$ cat src/rtl/mem_port_arbiter_pkg.sv
// mem_port_arbiter_pkg: FSM state encodings and default port widths for the data-memory arbiter.
package mem_port_arbiter_pkg;
  localparam int DEF_ADDR_W = 16;
  localparam int DEF_DATA_W = 16;
  typedef enum logic [1:0] {ST_IDLE, ST_ISSUE, ST_WAIT_RD} state_t;
endpackage

$ cat src/rtl/mem_port_arbiter_if.sv
// mem_port_arbiter_if: core-side request/response bundle; master = cores, slave = arbiter.
interface mem_port_arbiter_if
  import mem_port_arbiter_pkg::*;
#(
  parameter int NUM_CORES = 3,
  parameter int ADDR_W    = DEF_ADDR_W,
  parameter int DATA_W    = DEF_DATA_W
);
  logic [NUM_CORES-1:0]        req;
  logic [NUM_CORES-1:0]        we;
  logic [NUM_CORES*ADDR_W-1:0] addr;
  logic [NUM_CORES*DATA_W-1:0] wdata;
  logic [NUM_CORES-1:0]        grant;
  logic [NUM_CORES-1:0]        rvalid;
  logic [DATA_W-1:0]           rdata;
  modport master (output req, we, addr, wdata, input grant, rvalid, rdata);
  modport slave  (input req, we, addr, wdata, output grant, rvalid, rdata);
endinterface

$ cat src/rtl/mem_port_arbiter_rr_pick.sv
// rr_pick: combinational round-robin picker; winner is the first requester after ptr, modulo N.
module rr_pick #(
  parameter int N = 3,
  parameter int W = (N > 1) ? $clog2(N) : 1
) (
  input  logic [N-1:0] req,
  input  logic [W-1:0] ptr,
  output logic [W-1:0] win,
  output logic         vld
);
  always_comb begin
    win = '0;
    vld = |req;
    // scan farthest-first so the closest requester after ptr is assigned last
    for (int k = N; k >= 1; k--)
      if (req[W'((int'(ptr) + k) % N)]) win = W'((int'(ptr) + k) % N);
  end
endmodule

$ cat src/rtl/mem_port_arbiter.sv
// mem_port_arbiter: round-robin arbiter sharing one RAM port between cores, one access in flight.
// Define ARB_STATS_EN to add saturating conflict_cnt/access_cnt outputs.
module mem_port_arbiter
  import mem_port_arbiter_pkg::*;
#(
  parameter int NUM_CORES = 3,
  parameter int ADDR_W    = DEF_ADDR_W,
  parameter int DATA_W    = DEF_DATA_W,
  parameter int MEM_LAT   = 1
) (
  input  logic              clk,
  input  logic              rst,
  mem_port_arbiter_if.slave cif,
  input  logic [DATA_W-1:0] mem_rdata,
  output logic [ADDR_W-1:0] mem_addr,
  output logic [DATA_W-1:0] mem_wdata,
  output logic              mem_we,
`ifdef ARB_STATS_EN
  output logic [15:0]       conflict_cnt,
  output logic [15:0]       access_cnt,
`endif
  output logic              busy
);
  localparam int W = $clog2(NUM_CORES);
  state_t                 state_q, state_d;
  logic [W-1:0]           win_q, win_d, ptr_q, ptr_d, pick;
  logic                   pick_vld, we_q, we_d;
  logic [ADDR_W-1:0]      addr_q, addr_d;
  logic [DATA_W-1:0]      wdata_q, wdata_d, rdata_q, rdata_d;
  logic [1:0]             lat_q, lat_d;
  logic [NUM_CORES-1:0]   rvalid_q, rvalid_d;
  rr_pick #(.N(NUM_CORES), .W(W)) u_pick (.req(cif.req), .ptr(ptr_q), .win(pick), .vld(pick_vld));
  always_comb begin
    state_d  = state_q;
    win_d    = win_q;
    we_d     = we_q;
    addr_d   = addr_q;
    wdata_d  = wdata_q;
    ptr_d    = ptr_q;
    lat_d    = lat_q;
    rdata_d  = rdata_q;
    rvalid_d = '0;
    case (state_q)
      ST_IDLE: if (pick_vld) begin
        state_d = ST_ISSUE;
        win_d   = pick;
        we_d    = cif.we[pick];
        addr_d  = cif.addr[int'(pick)*ADDR_W +: ADDR_W];
        wdata_d = cif.wdata[int'(pick)*DATA_W +: DATA_W];
      end
      ST_ISSUE: begin
        ptr_d   = win_q;
        lat_d   = 2'(MEM_LAT - 1);
        state_d = we_q ? ST_IDLE : ST_WAIT_RD;
      end
      ST_WAIT_RD: if (lat_q != '0) lat_d = lat_q - 2'd1;
      else begin
        rdata_d         = mem_rdata;
        rvalid_d[win_q] = 1'b1;
        state_d         = ST_IDLE;
      end
      default: state_d = ST_IDLE;
    endcase
  end
  always_ff @(posedge clk)
    if (rst) begin
      state_q  <= ST_IDLE;
      win_q    <= '0;
      we_q     <= 1'b0;
      addr_q   <= '0;
      wdata_q  <= '0;
      ptr_q    <= W'(NUM_CORES - 1);
      lat_q    <= '0;
      rdata_q  <= '0;
      rvalid_q <= '0;
    end else begin
      state_q  <= state_d;
      win_q    <= win_d;
      we_q     <= we_d;
      addr_q   <= addr_d;
      wdata_q  <= wdata_d;
      ptr_q    <= ptr_d;
      lat_q    <= lat_d;
      rdata_q  <= rdata_d;
      rvalid_q <= rvalid_d;
    end
  // the latched request holds the RAM address/data stable through WAIT_RD
  assign mem_addr   = addr_q;
  assign mem_wdata  = wdata_q;
  assign mem_we     = (state_q == ST_ISSUE) && we_q;
  assign busy       = state_q != ST_IDLE;
  assign cif.grant  = (state_q == ST_ISSUE) ? NUM_CORES'(1) << win_q : '0;
  assign cif.rvalid = rvalid_q;
  assign cif.rdata  = rdata_q;
`ifdef ARB_STATS_EN
  logic [15:0] conflict_q, conflict_d, access_q, access_d;
  always_comb begin
    conflict_d = (state_q == ST_IDLE && (cif.req & (cif.req - 1'b1)) != '0 && conflict_q != '1) ? conflict_q + 16'd1 : conflict_q;
    access_d   = (state_q == ST_ISSUE && access_q != '1) ? access_q + 16'd1 : access_q;
  end
  always_ff @(posedge clk)
    if (rst) begin
      conflict_q <= '0;
      access_q   <= '0;
    end else begin
      conflict_q <= conflict_d;
      access_q   <= access_d;
    end
  assign conflict_cnt = conflict_q;
  assign access_cnt   = access_q;
`endif
endmodule

$ cat src/flat_wrapper.sv
// flat-port wrapper written by rule: the top's interface ports become plain ports
module mem_port_arbiter_flat import mem_port_arbiter_pkg::*;
#(
  parameter int NUM_CORES = 3,
  parameter int ADDR_W    = DEF_ADDR_W,
  parameter int DATA_W    = DEF_DATA_W,
  parameter int MEM_LAT   = 1
)
  (clk, rst, mem_rdata, mem_addr, mem_wdata, mem_we, busy, cif_req, cif_we, cif_addr, cif_wdata, cif_grant, cif_rvalid, cif_rdata);
  mem_port_arbiter_if #(.NUM_CORES(NUM_CORES), .ADDR_W(ADDR_W), .DATA_W(DATA_W)) cif_i ();
  input  logic clk;
  input  logic rst;
  input  logic [DATA_W-1:0] mem_rdata;
  output logic [ADDR_W-1:0] mem_addr;
  output logic [DATA_W-1:0] mem_wdata;
  output logic mem_we;
  output logic busy;
  input wire logic [$bits(cif_i.req)-1:0] cif_req;
  input wire logic [$bits(cif_i.we)-1:0] cif_we;
  input wire logic [$bits(cif_i.addr)-1:0] cif_addr;
  input wire logic [$bits(cif_i.wdata)-1:0] cif_wdata;
  output wire logic [$bits(cif_i.grant)-1:0] cif_grant;
  output wire logic [$bits(cif_i.rvalid)-1:0] cif_rvalid;
  output wire logic [$bits(cif_i.rdata)-1:0] cif_rdata;
  assign cif_i.req = cif_req;
  assign cif_i.we = cif_we;
  assign cif_i.addr = cif_addr;
  assign cif_i.wdata = cif_wdata;
  assign cif_grant = cif_i.grant;
  assign cif_rvalid = cif_i.rvalid;
  assign cif_rdata = cif_i.rdata;
  mem_port_arbiter #(.NUM_CORES(NUM_CORES), .ADDR_W(ADDR_W), .DATA_W(DATA_W), .MEM_LAT(MEM_LAT)) u_core (.clk(clk), .rst(rst), .cif(cif_i), .mem_rdata(mem_rdata), .mem_addr(mem_addr), .mem_wdata(mem_wdata), .mem_we(mem_we), .busy(busy));
endmodule
$ cat config.mk
export PLATFORM = sky130hd
export DESIGN_NAME = mem_port_arbiter_flat
export DESIGN_NICKNAME = d
export VERILOG_FILES = /design/src/rtl/mem_port_arbiter_pkg.sv /design/src/rtl/mem_port_arbiter_if.sv /design/src/rtl/mem_port_arbiter_rr_pick.sv /design/src/rtl/mem_port_arbiter.sv /design/src/flat_wrapper.sv
export SDC_FILE = /design/constraint.sdc
export NUM_CORES = 1
export LEC_CHECK = 0
export BUFFER_PORTS_ARGS = -buffer_cell sky130_fd_sc_hd__buf_2
export CORE_ASPECT_RATIO = 0.7
export CORE_MARGIN = 2
export CORE_UTILIZATION = 35
export DETAILED_ROUTE_END_ITERATION = 6
export PLACE_DENSITY = 0.75
export SETUP_SLACK_MARGIN = 0.4
export SYNTH_ARGS = -nofsm -noshare
export SYNTH_HDL_FRONTEND = slang
export SYNTH_SLANG_ARGS = --single-unit
$ cat constraint.sdc
create_clock -name clk -period 2.2 [get_ports clk]
set_clock_uncertainty 0.05 [all_clocks]
set_input_delay 0.22 -clock clk [delete_from_list [all_inputs] [get_ports clk]]
set_output_delay 0.22 -clock clk [all_outputs]
set_load 0.02 [all_outputs]
==> results by group <==
Drt
  • Via-to-Cell Ratio: 5.39
  • Initial DRC count: 289
  • Final ANT Viol Nets: 0
  • Vias after detailed routing: 3709
  • Pre-antenna DRT Iters: 4
  • Drt total wl: 11900 µm
  • Routed len/inst: 17.2 µm
  • DRC violations left: 0

Clocking
  • Clock sink count: 60
  • Clock latency on the worst-skew pair: 0.32 ns
  • Max H-tree Level: 3
  • TritonCTS clock tree: yes
  • Clock transition at path regs: 0.05 ns
  • Hold Buf Count CTS: 0
  • CTS Root Cell: clkbuf_16
  • Deepest clock path buffer count: 2
  • CTS buffer count: 9

Finish
  • Antenna cells: 0
  • Final std cells w/o fill: between 600 and 700
  • Area of the multi-input gates: 0.00207 mm²
  • Final Util: a little under three fifths
  • P&R area growth vs syn: 53.8%
  • Seq. cell area: roughly 0.0012 mm²
  • Number of nets in the layout: ~690
  • Layout cells sized above 1: 51.1%
  • Filler cells: 815

Yosys
  • Top-count cell post-synth: nand2_1
  • Mapped Cells: approximately 370
  • #FFs+latches synth: 60
  • Commonest cells in the netlist: 64 x nand2_1, 60 x dfxtp_1, 26 x o211ai_1
  • Cell area after synthesis: 0.00327 mm²
  • Ys Warns: 0
  • Syn_nets: 497
  • Seq/Total Area, Yosys: a little under two fifths
  • Synth Flop Type: dfxtp_1
  • Synth async-reset ratio: 0%
  • Synth top area share: 36.7%
  • Synth area leader: dfxtp_1
  • Post-synth EDFFs: 0
  • Synth top area cells: dfxtp_1 37%, nand2_1 7.3%, a22oi_2 6.5%
  • Yosys cell types: 41
  • Mapped Avg Cell Area: just under 9 µm²

Placement
  • Port Buf Inserts: 175
  • Placed cells: 649
  • Gp weighted congestion: 0.859
  • DP HPWL: 7390 µm

Job
  • Max Cap Violations: 0

Floorplanning
  • Core area: 0.00907 mm²
  • Die area: 0.0102 mm²
  • Starting density of the core: between 30% and 40%
  • Die width: around 120 µm
  • FP Rows: 29
  • Die height: 84.9 µm
  • Boundary pin count: around 180

STA
  • Slew headroom: 48.1%
  • Crit share post-route: 95.4%
  • Least-Margin Pin Slew: 0.779 ns
  • Post-route setup TNS: 0 ns
  • Fin. max-slew vios: 0
  • Setup-failing EPs final: 0
  • Final Hold Fails: 0
  • Min Tclk post-route: between 2 and 2.5 ns
  • F_max: 476 MHz
  • RSZ-0062 raised after global routing: true

Critical path
  • Worst Path Max Fanout: 13
  • CP max-delay cell: dfxtp_4
  • Critical path type: reg2reg
  • Worst Path Required: 2.30 ns
  • Buf/Inv on CP: 3
  • Largest delay share family, worst path: flip-flops
  • Worst Setup Start Kind: register
  • Crit-path max cell delay: 0.38 ns
  • Cells along the critical path: inv_4 -> ha_4 -> buf_6 -> mux2i_4 -> o311ai_4 -> nand2_4 -> buf_12 -> o221ai_1
  • WP data arrival: 2.20 ns
  • Worst Setup End Kind: register

Global route
  • First-pass GRT wire length: 17800 µm
  • Tot GR Track Use: 22.1%
  • Initial antenna violation count: 0
  • Vias in the first global route: 3647
  • Total gr overflow: 0
  • Largest net degree at the start of global routing: 61

Outcome
  • Status: completed

Pwr
  • Maximum vdd ir drop: 0.000366 V
  • Pwr per Cell Area: 827 mW/mm²
  • Pleak: roughly 0.0022 µW

Hold path
  • HP Class: in2reg
cell usage in the layout (no fill, tap or decap), types with 5 or more instances in the layout:
cell,netlist,layout
a211o_1,7,7
a21oi_1,25,24
a22oi_1,12,11
a22oi_2,17,18
a31oi_1,7,7
buf_2,7,175
buf_4,4,20
buf_6,5,8
clkbuf_16,0,10
dfxtp_1,60,58
inv_1,13,11
nand2_1,64,64
nand2b_1,5,5
nor2_1,20,16
nor3_1,6,6
o211ai_1,26,26
o221ai_1,13,10
o221ai_2,14,16
power breakdown:
part,internal [µW],switching [µW]
clock network,922,457
logic,623,846
registers,1230,86.4
per-layer routing:
metal	part of all wire, %	wire length [µm]	vias up	GRT usage [%]
li1	-	-	1775	-
met5	0	0	-	0
met2	48	5740	159	38.0
met4	0.77	91	0	6.74
met1	44	5190	1769	27.7
met3	7.0	834	6	5.11
worst reg2reg max path: stages, from the launching register on:
cell and delay, ns:
dfxtp_4 0.38, inv_4 0.05, ha_4 0.32, buf_6 0.13, mux2i_4 0.36, o311ai_4 0.19
nand2_4 0.16, buf_12 0.17, o221ai_1 0.14
worst paths after layout:
kind | from | to | slack, ns | depth (start not counted)
setup reg to reg | u_core.ptr_q[0] | u_core.mem_wdata[4] | 0.10 | 8
hold / removal | mem_rdata[14] | u_core.cif.rdata[14] | 0.08 | 3
hold reg to reg | u_core.cif.rdata[7] | u_core.cif.rdata[7] | 0.40 | 2
setup / recovery | u_core.ptr_q[0] | u_core.mem_wdata[4] | 0.10 | 8
flip-flops by register name (all words and copies together), names as in the netlist:
signal             count
u_core.cif.rdata      16
u_core.ptr_q           2
u_core.mem_addr       16
u_core.state_q         2
u_core.we_q            1
u_core.lat_q           2
u_core.win_q           2
u_core.cif.rvalid      3
u_core.mem_wdata      16
repair_timing:
| action | in CTS | in global routing |
|---|---|---|
| resized for setup | 15 | 11 |
| setup buffers | 14 | 3 |
| setup endpoints to repair | 51 | 35 |
| pin swaps | 9 | 4 |
| gates cloned | 4 | 4 |
final cells by class:
| type | count | share of cell area, % |
|---|---|---|
| Timing Repair Buffer | 209 | 25.0 |
| Sequential cell | 60 | 24.0 |
| Clock inverter | 2 | 0.696 |
| Tap cell | 124 | 3.08 |
| Multi-Input combinational cell | 268 | 41.1 |
| Clock buffer | 12 | 5.10 |
| Inverter | 13 | 1.02 |
per-stage QoR:
step	worst slack [ns]	area, µm²	hold WS (ns)	total power, µW
2_1_floorplan	0.231	3430	0.306	2190
4_1_cts	0.137	4900	0.0688	4090
3_3_place_gp	0.123	4360	0.388	2540
5_1_grt	0.0280	5030	0.0828	4350
3_5_place_dp	0.0615	4360	0.394	2570
6_report	0.101	5030	0.0823	4160
cell families (layout without fill, tap and decap cells):
kind of cell	Yosys count	count (layout)	synth area share [%]
muxes	7	7	2.18
adders and majority gates	5	5	1.91
and+or+nand+nor	111	111	14.7
AOI/OAI and AO/OA	141	145	37.1
DFF	60	60	36.7
buffers and inverters	48	236	7.38
(Power assumes the default switching activity.)
